File: config.mk
export PLATFORM = sky130hd
export DESIGN_NAME = dpram_clear_sequencer_flat
export DESIGN_NICKNAME = d
export VERILOG_FILES = /design/src/rtl/dpram_clear_sequencer_if.sv /design/src/rtl/dpram_clear_sequencer.sv /design/src/flat_wrapper.sv
export SDC_FILE = /design/constraint.sdc
export NUM_CORES = 1
export LEC_CHECK = 0
export CAP_MARGIN = 10
export CELL_PAD_IN_SITES_DETAIL_PLACEMENT = 2
export CELL_PAD_IN_SITES_GLOBAL_PLACEMENT = 2
export CORE_MARGIN = 3
export CORE_UTILIZATION = 20
export DETAILED_ROUTE_END_ITERATION = 10
export GPL_ROUTABILITY_DRIVEN = 0
export PLACE_DENSITY = 0.85
export SLEW_MARGIN = 20
export SYNTH_ARGS = -nofsm -noshare
export SYNTH_HDL_FRONTEND = slang
export SYNTH_SLANG_ARGS = --single-unit
File: constraint.sdc
create_clock -name clk -period 1.28 [get_ports clk]
set_input_delay 0.32 -clock clk [delete_from_list [all_inputs] [get_ports clk]]
set_output_delay 0.32 -clock clk [all_outputs]
set_load 0.03 [all_outputs]
File: src/rtl/dpram_clear_sequencer_if.sv
// Port-B side bundle of the clear sequencer: client request bus, clear control,
// and the RAM B-side pins. The sequencer uses the slave modport.
interface dpram_clear_sequencer_if #(
    parameter int ADDRLEN = 10,
    parameter int DATALEN = 2
);
    logic               clear_req;
    logic               busy;
    logic               clear_done;
    logic               req;
    logic               we;
    logic [ADDRLEN-1:0] addr;
    logic [DATALEN-1:0] wdata;
    logic               gnt;
    logic               rvalid;
    logic [DATALEN-1:0] rdata;
    logic [ADDRLEN-1:0] ram_addrb;
    logic [DATALEN-1:0] ram_wdatab;
    logic               ram_web;
    logic [DATALEN-1:0] ram_rdatab;

    modport slave (
        input  clear_req, req, we, addr, wdata, ram_rdatab,
        output busy, clear_done, gnt, rvalid, rdata, ram_addrb, ram_wdatab, ram_web
    );

    modport master (
        output clear_req, req, we, addr, wdata, ram_rdatab,
        input  busy, clear_done, gnt, rvalid, rdata, ram_addrb, ram_wdatab, ram_web
    );
endinterface

File: src/rtl/dpram_clear_sequencer.sv
// Arbitrates RAM port B between a client and a one-entry-per-cycle zeroing sweep.
// DEPTH must lie in 1..2**ADDRLEN; the sweep pointer never runs past DEPTH-1.
module dpram_clear_sequencer #(
    parameter int ADDRLEN = 10,
    parameter int DATALEN = 2,
    parameter int DEPTH   = 1024
) (
    input logic                    clk,
    input logic                    reset_x,
    dpram_clear_sequencer_if.slave bus
);
    typedef enum logic {IDLE, CLEAR} state_t;

    localparam logic [ADDRLEN-1:0] LAST = ADDRLEN'(DEPTH - 1);

    state_t             state;
    logic [ADDRLEN-1:0] ptr;
    logic               pending;
    logic               clear_done_r;
    logic               rvalid_r;
    logic               gnt;

    // A same-cycle clear request wins over the client, and reset blocks grants.
    assign gnt = bus.req & (state == IDLE) & ~bus.clear_req & reset_x;

    assign bus.gnt        = gnt;
    assign bus.busy       = (state == CLEAR);
    assign bus.clear_done = clear_done_r;
    assign bus.rvalid     = rvalid_r;
    assign bus.rdata      = bus.ram_rdatab;

    always_comb begin
        bus.ram_addrb  = bus.addr;
        bus.ram_wdatab = bus.wdata;
        bus.ram_web    = 1'b0;
        if (state == CLEAR) begin
            bus.ram_addrb  = ptr;
            bus.ram_wdatab = '0;
            bus.ram_web    = 1'b1;
        end else if (gnt) begin
            bus.ram_web    = bus.we;
        end
    end

    always_ff @(posedge clk) begin
        if (!reset_x) begin
            state        <= IDLE;
            ptr          <= '0;
            pending      <= 1'b0;
            clear_done_r <= 1'b0;
            rvalid_r     <= 1'b0;
        end else begin
            clear_done_r <= 1'b0;
            rvalid_r     <= gnt & ~bus.we;
            case (state)
                IDLE: begin
                    if (bus.clear_req) begin
                        state <= CLEAR;
                        ptr   <= '0;
                    end
                end
                CLEAR: begin
                    if (ptr == LAST) begin
                        clear_done_r <= 1'b1;
                        ptr          <= '0;
                        pending      <= 1'b0;
                        // Requests seen during the sweep collapse into one more sweep.
                        if (!(pending || bus.clear_req)) begin
                            state <= IDLE;
                        end
                    end else begin
                        ptr <= ptr + ADDRLEN'(1);
                        if (bus.clear_req) begin
                            pending <= 1'b1;
                        end
                    end
                end
                default: state <= IDLE;
            endcase
        end
    end
endmodule

File: src/flat_wrapper.sv
// flat-port wrapper written by rule: the top's interface ports become plain ports
module dpram_clear_sequencer_flat 
#(
    parameter int ADDRLEN = 10,
    parameter int DATALEN = 2,
    parameter int DEPTH   = 1024
)
  (clk, reset_x, bus_clear_req, bus_req, bus_we, bus_addr, bus_wdata, bus_ram_rdatab, bus_busy, bus_clear_done, bus_gnt, bus_rvalid, bus_rdata, bus_ram_addrb, bus_ram_wdatab, bus_ram_web);
  dpram_clear_sequencer_if #(.ADDRLEN(ADDRLEN), .DATALEN(DATALEN)) bus_i ();
  input logic clk;
  input logic reset_x;
  input wire logic [$bits(bus_i.clear_req)-1:0] bus_clear_req;
  input wire logic [$bits(bus_i.req)-1:0] bus_req;
  input wire logic [$bits(bus_i.we)-1:0] bus_we;
  input wire logic [$bits(bus_i.addr)-1:0] bus_addr;
  input wire logic [$bits(bus_i.wdata)-1:0] bus_wdata;
  input wire logic [$bits(bus_i.ram_rdatab)-1:0] bus_ram_rdatab;
  output wire logic [$bits(bus_i.busy)-1:0] bus_busy;
  output wire logic [$bits(bus_i.clear_done)-1:0] bus_clear_done;
  output wire logic [$bits(bus_i.gnt)-1:0] bus_gnt;
  output wire logic [$bits(bus_i.rvalid)-1:0] bus_rvalid;
  output wire logic [$bits(bus_i.rdata)-1:0] bus_rdata;
  output wire logic [$bits(bus_i.ram_addrb)-1:0] bus_ram_addrb;
  output wire logic [$bits(bus_i.ram_wdatab)-1:0] bus_ram_wdatab;
  output wire logic [$bits(bus_i.ram_web)-1:0] bus_ram_web;
  assign bus_i.clear_req = bus_clear_req;
  assign bus_i.req = bus_req;
  assign bus_i.we = bus_we;
  assign bus_i.addr = bus_addr;
  assign bus_i.wdata = bus_wdata;
  assign bus_i.ram_rdatab = bus_ram_rdatab;
  assign bus_busy = bus_i.busy;
  assign bus_clear_done = bus_i.clear_done;
  assign bus_gnt = bus_i.gnt;
  assign bus_rvalid = bus_i.rvalid;
  assign bus_rdata = bus_i.rdata;
  assign bus_ram_addrb = bus_i.ram_addrb;
  assign bus_ram_wdatab = bus_i.ram_wdatab;
  assign bus_ram_web = bus_i.ram_web;
  dpram_clear_sequencer #(.ADDRLEN(ADDRLEN), .DATALEN(DATALEN), .DEPTH(DEPTH)) u_core (.clk(clk), .reset_x(reset_x), .bus(bus_i));
endmodule
-- After elaboration in Yosys (flattened, before gate mapping)
Index checks and enable logic that the tools add are counted.
- output and inout bits: 19
- flip-flop bits (word level): 14
- add/sub/neg operators: 1
- multiplexer cells: 14
- bitwise gates (word level): 7
- reductions and logical operators: 4
- equal/unequal tests: 2
- operators with widths (kind ; number):
    10-bit 2-to-1 mux ; 3
    10-bit case mux with 2 select lines ; 1
    10-bit by 1-bit adder with 10-bit output, second input constant ; 1
    10-bit == test, second input constant ; 1
    1-bit 2-to-1 mux ; 8
    1-bit bitwise AND ; 4
    2-bit AND reduction ; 2
    1-bit inverter ; 3
    2-bit 2-to-1 mux ; 1
    2-bit inequality test, second input constant ; 1
    1-bit case mux with 2 select lines ; 1
    2-bit nonzero test ; 1
    1-bit logical OR ; 1

-- Logic depth before layout (Yosys ltp)
Gate-level depths: netlist of run 1.
- depth after elaboration: 6
- depth in mapped cells: 6

-- Least setup slack after synthesis of run 1
Ideal clock, no wire load.
- path kind: reg2out
- start point: register u_core.state, in the netlist u_core.bus.busy
- end point: output bus_ram_web
- buffers on the path: 0
- cell stages (with the launch flop): 4
- data arrival time: 1.547 ns
- setup slack: -0.587 ns
- cell sequence: dfxtp_1 > nor3_2 > and2_1 > a21o_1
- word-level cells in the longest chain between the ends: 6
- ends and longest elaborated chain (what ; RTL line ; source):
    start: declaration ; dpram_clear_sequencer.sv:16 ; state_t state;
    start signal: assignment ; dpram_clear_sequencer.sv:47 ; state <= IDLE;
    start signal: assignment ; dpram_clear_sequencer.sv:58 ; state <= CLEAR;
    start signal: assignment ; dpram_clear_sequencer.sv:69 ; state <= IDLE;
    1-bit inverter ; dpram_clear_sequencer.sv:24 ; assign gnt = bus.req & (state == IDLE) & ~bus.clear_req & reset_x;
    1-bit bitwise AND (3 in series) ; dpram_clear_sequencer.sv:24 ;
    via bus_gnt ; flat_wrapper.sv:20 ; output wire logic [$bits(bus_i.gnt)-1:0] bus_gnt;
    1-bit 2-to-1 mux ; dpram_clear_sequencer.sv:40 ; end else if (gnt) begin
    1-bit 2-to-1 mux ; dpram_clear_sequencer.sv:36 ; if (state == CLEAR) begin
    end: declaration ; flat_wrapper.sv:25 ; output wire logic [$bits(bus_i.ram_web)-1:0] bus_ram_web;
The timed path passes the listed nets, and every way through them passes these cells.

-- Worst setup path in the final report of run 1
- start point: register u_core.state, in the netlist u_core.bus.busy
- end point: output bus_ram_web
- word-level cells in the longest chain between the ends: 6
- ends and longest elaborated chain (what ; RTL line):
    1-bit inverter ; dpram_clear_sequencer.sv:24
    1-bit bitwise AND (3 in series) ; dpram_clear_sequencer.sv:24
    1-bit 2-to-1 mux ; dpram_clear_sequencer.sv:40
    1-bit 2-to-1 mux * ; dpram_clear_sequencer.sv:36
Mark *: on every way between the ends. The rest lies on a longest branch, timed or not.

==> results.tsv, run 1 <==
metric	value	unit
hold_sp	u_core.ptr[9]	
row count	22	
ant diodes	0	
CP max FO	3	
maximum clock path buffer count	2	
Post-Synth XOR/XNOR Area	1.072	%
status	complete, but fails checks	
ys async rst share	0	%
Design Power	1.288	mW
CTS Buf Count	3	
Die Area	4888	um^2
DRT antenna net count	0	
Worst-Skew Late Latency	0.25	ns
period utilization	133.0	%
number of remaining DRC errors	0	
DR WL/cell	18.37	um
warnings from Yosys	0	
clock root cell	clkbuf_8	
first-pass GRT wire length	5837	um
RSZ-0062 raised after global routing	true	
VDD IR-drop max	0.3262	mV
DIE HEIGHT	69.92	um
Tmin final	1.702	ns
largest family of logic cells by synthesized area	simple AND/OR/NAND/NOR gates	
# H-tree levels	1	
CTS tree	yes	
Hold Buf Count CTS	0	
vias in the first global route	1132	
GR Overflow Total	0	
die width	69.92	um
Setup Crit Path Kind	register to output port	
CP peak stage delay	0.36	ns
final setup vio count	25	
I/O Buffers	33	
relative slew slack	82.67	%
syn_area_per_cell	9.180	um^2
I/O pin total	38	
post-synth top area cell	dfxtp_1	
Crit path max-delay family	flip-flops	
Synth Flop Type	dfxtp_1	
synthesized area	817.0	um^2
Synth Area in Compound Gates	18.07	%
Setup WS post-layout	-0.4218	ns
fmax	587.6	MHz
DR vias	1022	
failing checks	negative setup slack	
Critical Path AT	1.38	ns
mux cell area share after synthesis	15.16	%
Max Cap Viol	0	
nature of the critical path startpoint	register	
Yosys top cell area share	34.30	%
CP bufs+invs	3	
Lkg Pwr	0.8321	nW
DR iter-0 viols	18	
Synth area leaders	dfxtp_1 (34%), mux2_2 (15%), o21ai_0 (4.9%), nand3_1 (4.3%), a31oi_4 (2.6%)	
CP Data Required Time	0.96	ns
final std cells w/o fill	216	
ratio of cells with drive above 1 in the final layout	69.64	%
critical-path cell list	buf_8 -> buf_6 -> nor3_4 -> and2_4 -> a21o_4 -> buf_6	
Cells after Synth	89	
WHS	0.4883	ns
Simple-Gate Fraction of Synth Area	22.97	%
Critical Path Start	u_core.bus.busy	
Pwr Density	698.4	nW/um^2
dpl cells	184	
Final Hold Vio Count	0	
Final Skew	0.002162	ns
largest net degree at the start of global routing	10	
hpwl dp	2185	um
cell mode on critical path	buf_6	
core box area	3799	um^2
actual slew at the worst max-slew pin	0.2600	ns
EDFF count, synth	0	
Seq/Total Area, Yosys	34.30	%
nets@finish	189	
initial core utilization	21.51	%
worst reg2reg path startpoint	u_core.ptr[1]	
Worst-path clk slew	0.06	ns
Initial DRT Pass Iterations	4	
CP Capture Type	output port	
Min-Delay Path Class	register to register	
Synth Area in Adders	1.531	%
all-layer global routing usage	15.21	%
vias per std cell	4.731	
critical path's slowest cell	dfxtp_4	
Mapped Nets	109	
Synth-to-Final Area Change	125.7	%
Max Slew Vio Count	0	
total wire length	3967	um
#FFs+latches synth	14	
antenna violations before repair	0	
clk sinks	14	
Netlist cell types	32	
-- worst paths after layout --
check                                endpoint  slack [ns]  cells past startpoint
worst max register to register  u_core.ptr[0]       -0.17                      6
worst max-delay path              bus_ram_web       -0.42                      6
worst min register to register  u_core.ptr[9]        0.49                      2
worst min-delay path            u_core.ptr[9]        0.49                      2
-- cell usage after synthesis (all sizes together) (3+ instances only) --
library cell and instances:
nor3 3, buf 4, and2 3, o21ai 8, dfxtp 14, a22o 3, nor2b 3, nand3 7
mux2 11, nand2 5, nor2 5, and4 3, a21oi 4
-- tightest hold or removal path, stage by stage, from the launching register on --
cell     delay, ns
dfxtp_1       0.33
inv_1         0.06
o21ai_1       0.05
-- power by group --
part	internal [mW]	total, mW	leakage [nW]	switching, mW
Combinational	0.246	0.446	0.692	0.201
Sequential	0.443	0.450	0.117	0.00713
Clock	0.213	0.392	0.0231	0.179
Total	0.902	1.29	0.832	0.387
-- repair_timing --
item | 4_1_cts | 5_1_grt
setup buffers | 15 | 15
endpoints found under the setup margin | 27 | 27
pin swaps | 10 | 11
resized for setup | 96 | 40
-- cell families (layout without fill, tap and decap cells) --
kind of cell | after synthesis | after routing
buffers and inverters | 8 | 87
xor gates and xnor gates | 1 | 1
DFF | 14 | 14
muxes | 11 | 11
AOI/OAI and AO/OA | 21 | 21
and+or+nand+nor | 33 | 33
adders and majority gates | 1 | 1
-- metrics by stage --
stage | setup WS [ns] | instance area [um^2] | util, % | TNS, ns
after floorplan | -0.1457 | 907.1 | - | -0.4819
after global placement | -0.6242 | 1375 | 36.20 | -11.44
after detailed placement | -0.6419 | 1375 | 36.20 | -12.02
after CTS | -0.4150 | 1628 | 42.85 | -5.609
after global routing | -0.4880 | 1844 | 48.55 | -7.579
final | -0.4218 | 1844 | 48.55 | -6.320
-- area by class of cell --
cell class | count | area [um^2]
multi-input cells | 67 | 671.9
clock buffers | 3 | 41.29
flip-flops and latches | 14 | 294.0
repair buffers | 81 | 765.7
clock inverters | 1 | 3.754
well taps | 48 | 60.06
inverters | 2 | 7.507
fillers | 387 | 1954
-- per-layer routing --
| layer | global-route usage (%) | part of all wire [%] | up-vias |
|---|---|---|---|
| met3 | 2.302 | 3.7 | 4 |
| met1 | 15.80 | 37 | 508 |
| met4 | 5.745 | 1.3 | 0 |
| met5 | 0 | 0 | - |
| li1 | - | - | 482 |
| met2 | 30.01 | 58 | 28 |
-- layout by cell type, fill, tap and decap left out, types with 2 or more instances in the layout --
| cell | netlist | layout |
|---|---|---|
| a21oi_2 | 0 | 2 |
| nand3_1 | 7 | 3 |
| buf_8 | 0 | 4 |
| and4_4 | 1 | 2 |
| dlygate4sd2_1 | 0 | 2 |
| a21oi_1 | 4 | 2 |
| mux2_4 | 0 | 10 |
| dfxtp_4 | 0 | 2 |
| dfxtp_1 | 14 | 7 |
| clkdlybuf4s50_1 | 0 | 14 |
| nor2b_4 | 0 | 2 |
| o21ai_1 | 0 | 4 |
| o21ai_0 | 8 | 2 |
| and2_4 | 0 | 2 |
| buf_4 | 2 | 37 |
| buf_6 | 1 | 24 |
| o21ai_2 | 0 | 2 |
| or3_1 | 2 | 2 |
| clkbuf_8 | 1 | 3 |
| dfxtp_2 | 0 | 5 |
| nor2_1 | 5 | 4 |
| a31oi_4 | 1 | 2 |
| nand3_2 | 0 | 4 |
| nand2_1 | 5 | 2 |
-- state kept, by name, indices dropped and copies added (netlist names) --
name / count
u_core.bus.rvalid: 1
u_core.pending: 1
u_core.ptr: 10
u_core.bus.busy: 1
u_core.bus.clear_done: 1
Power figures use the tool's default switching activity.
==> inputs of run 2 (changes only) <==
--- a/config.mk
+++ b/config.mk
@@ -10,6 +10,7 @@
 export CELL_PAD_IN_SITES_GLOBAL_PLACEMENT = 2
 export CORE_MARGIN = 3
 export CORE_UTILIZATION = 20
+export CTS_BUF_LIST = sky130_fd_sc_hd__clkbuf_4 sky130_fd_sc_hd__clkbuf_8 sky130_fd_sc_hd__clkbuf_16
 export DETAILED_ROUTE_END_ITERATION = 10
 export GPL_ROUTABILITY_DRIVEN = 0
 export PLACE_DENSITY = 0.85
==> results of run 2 <==
Final layout, timing and power as in run 1 (identical DEF).
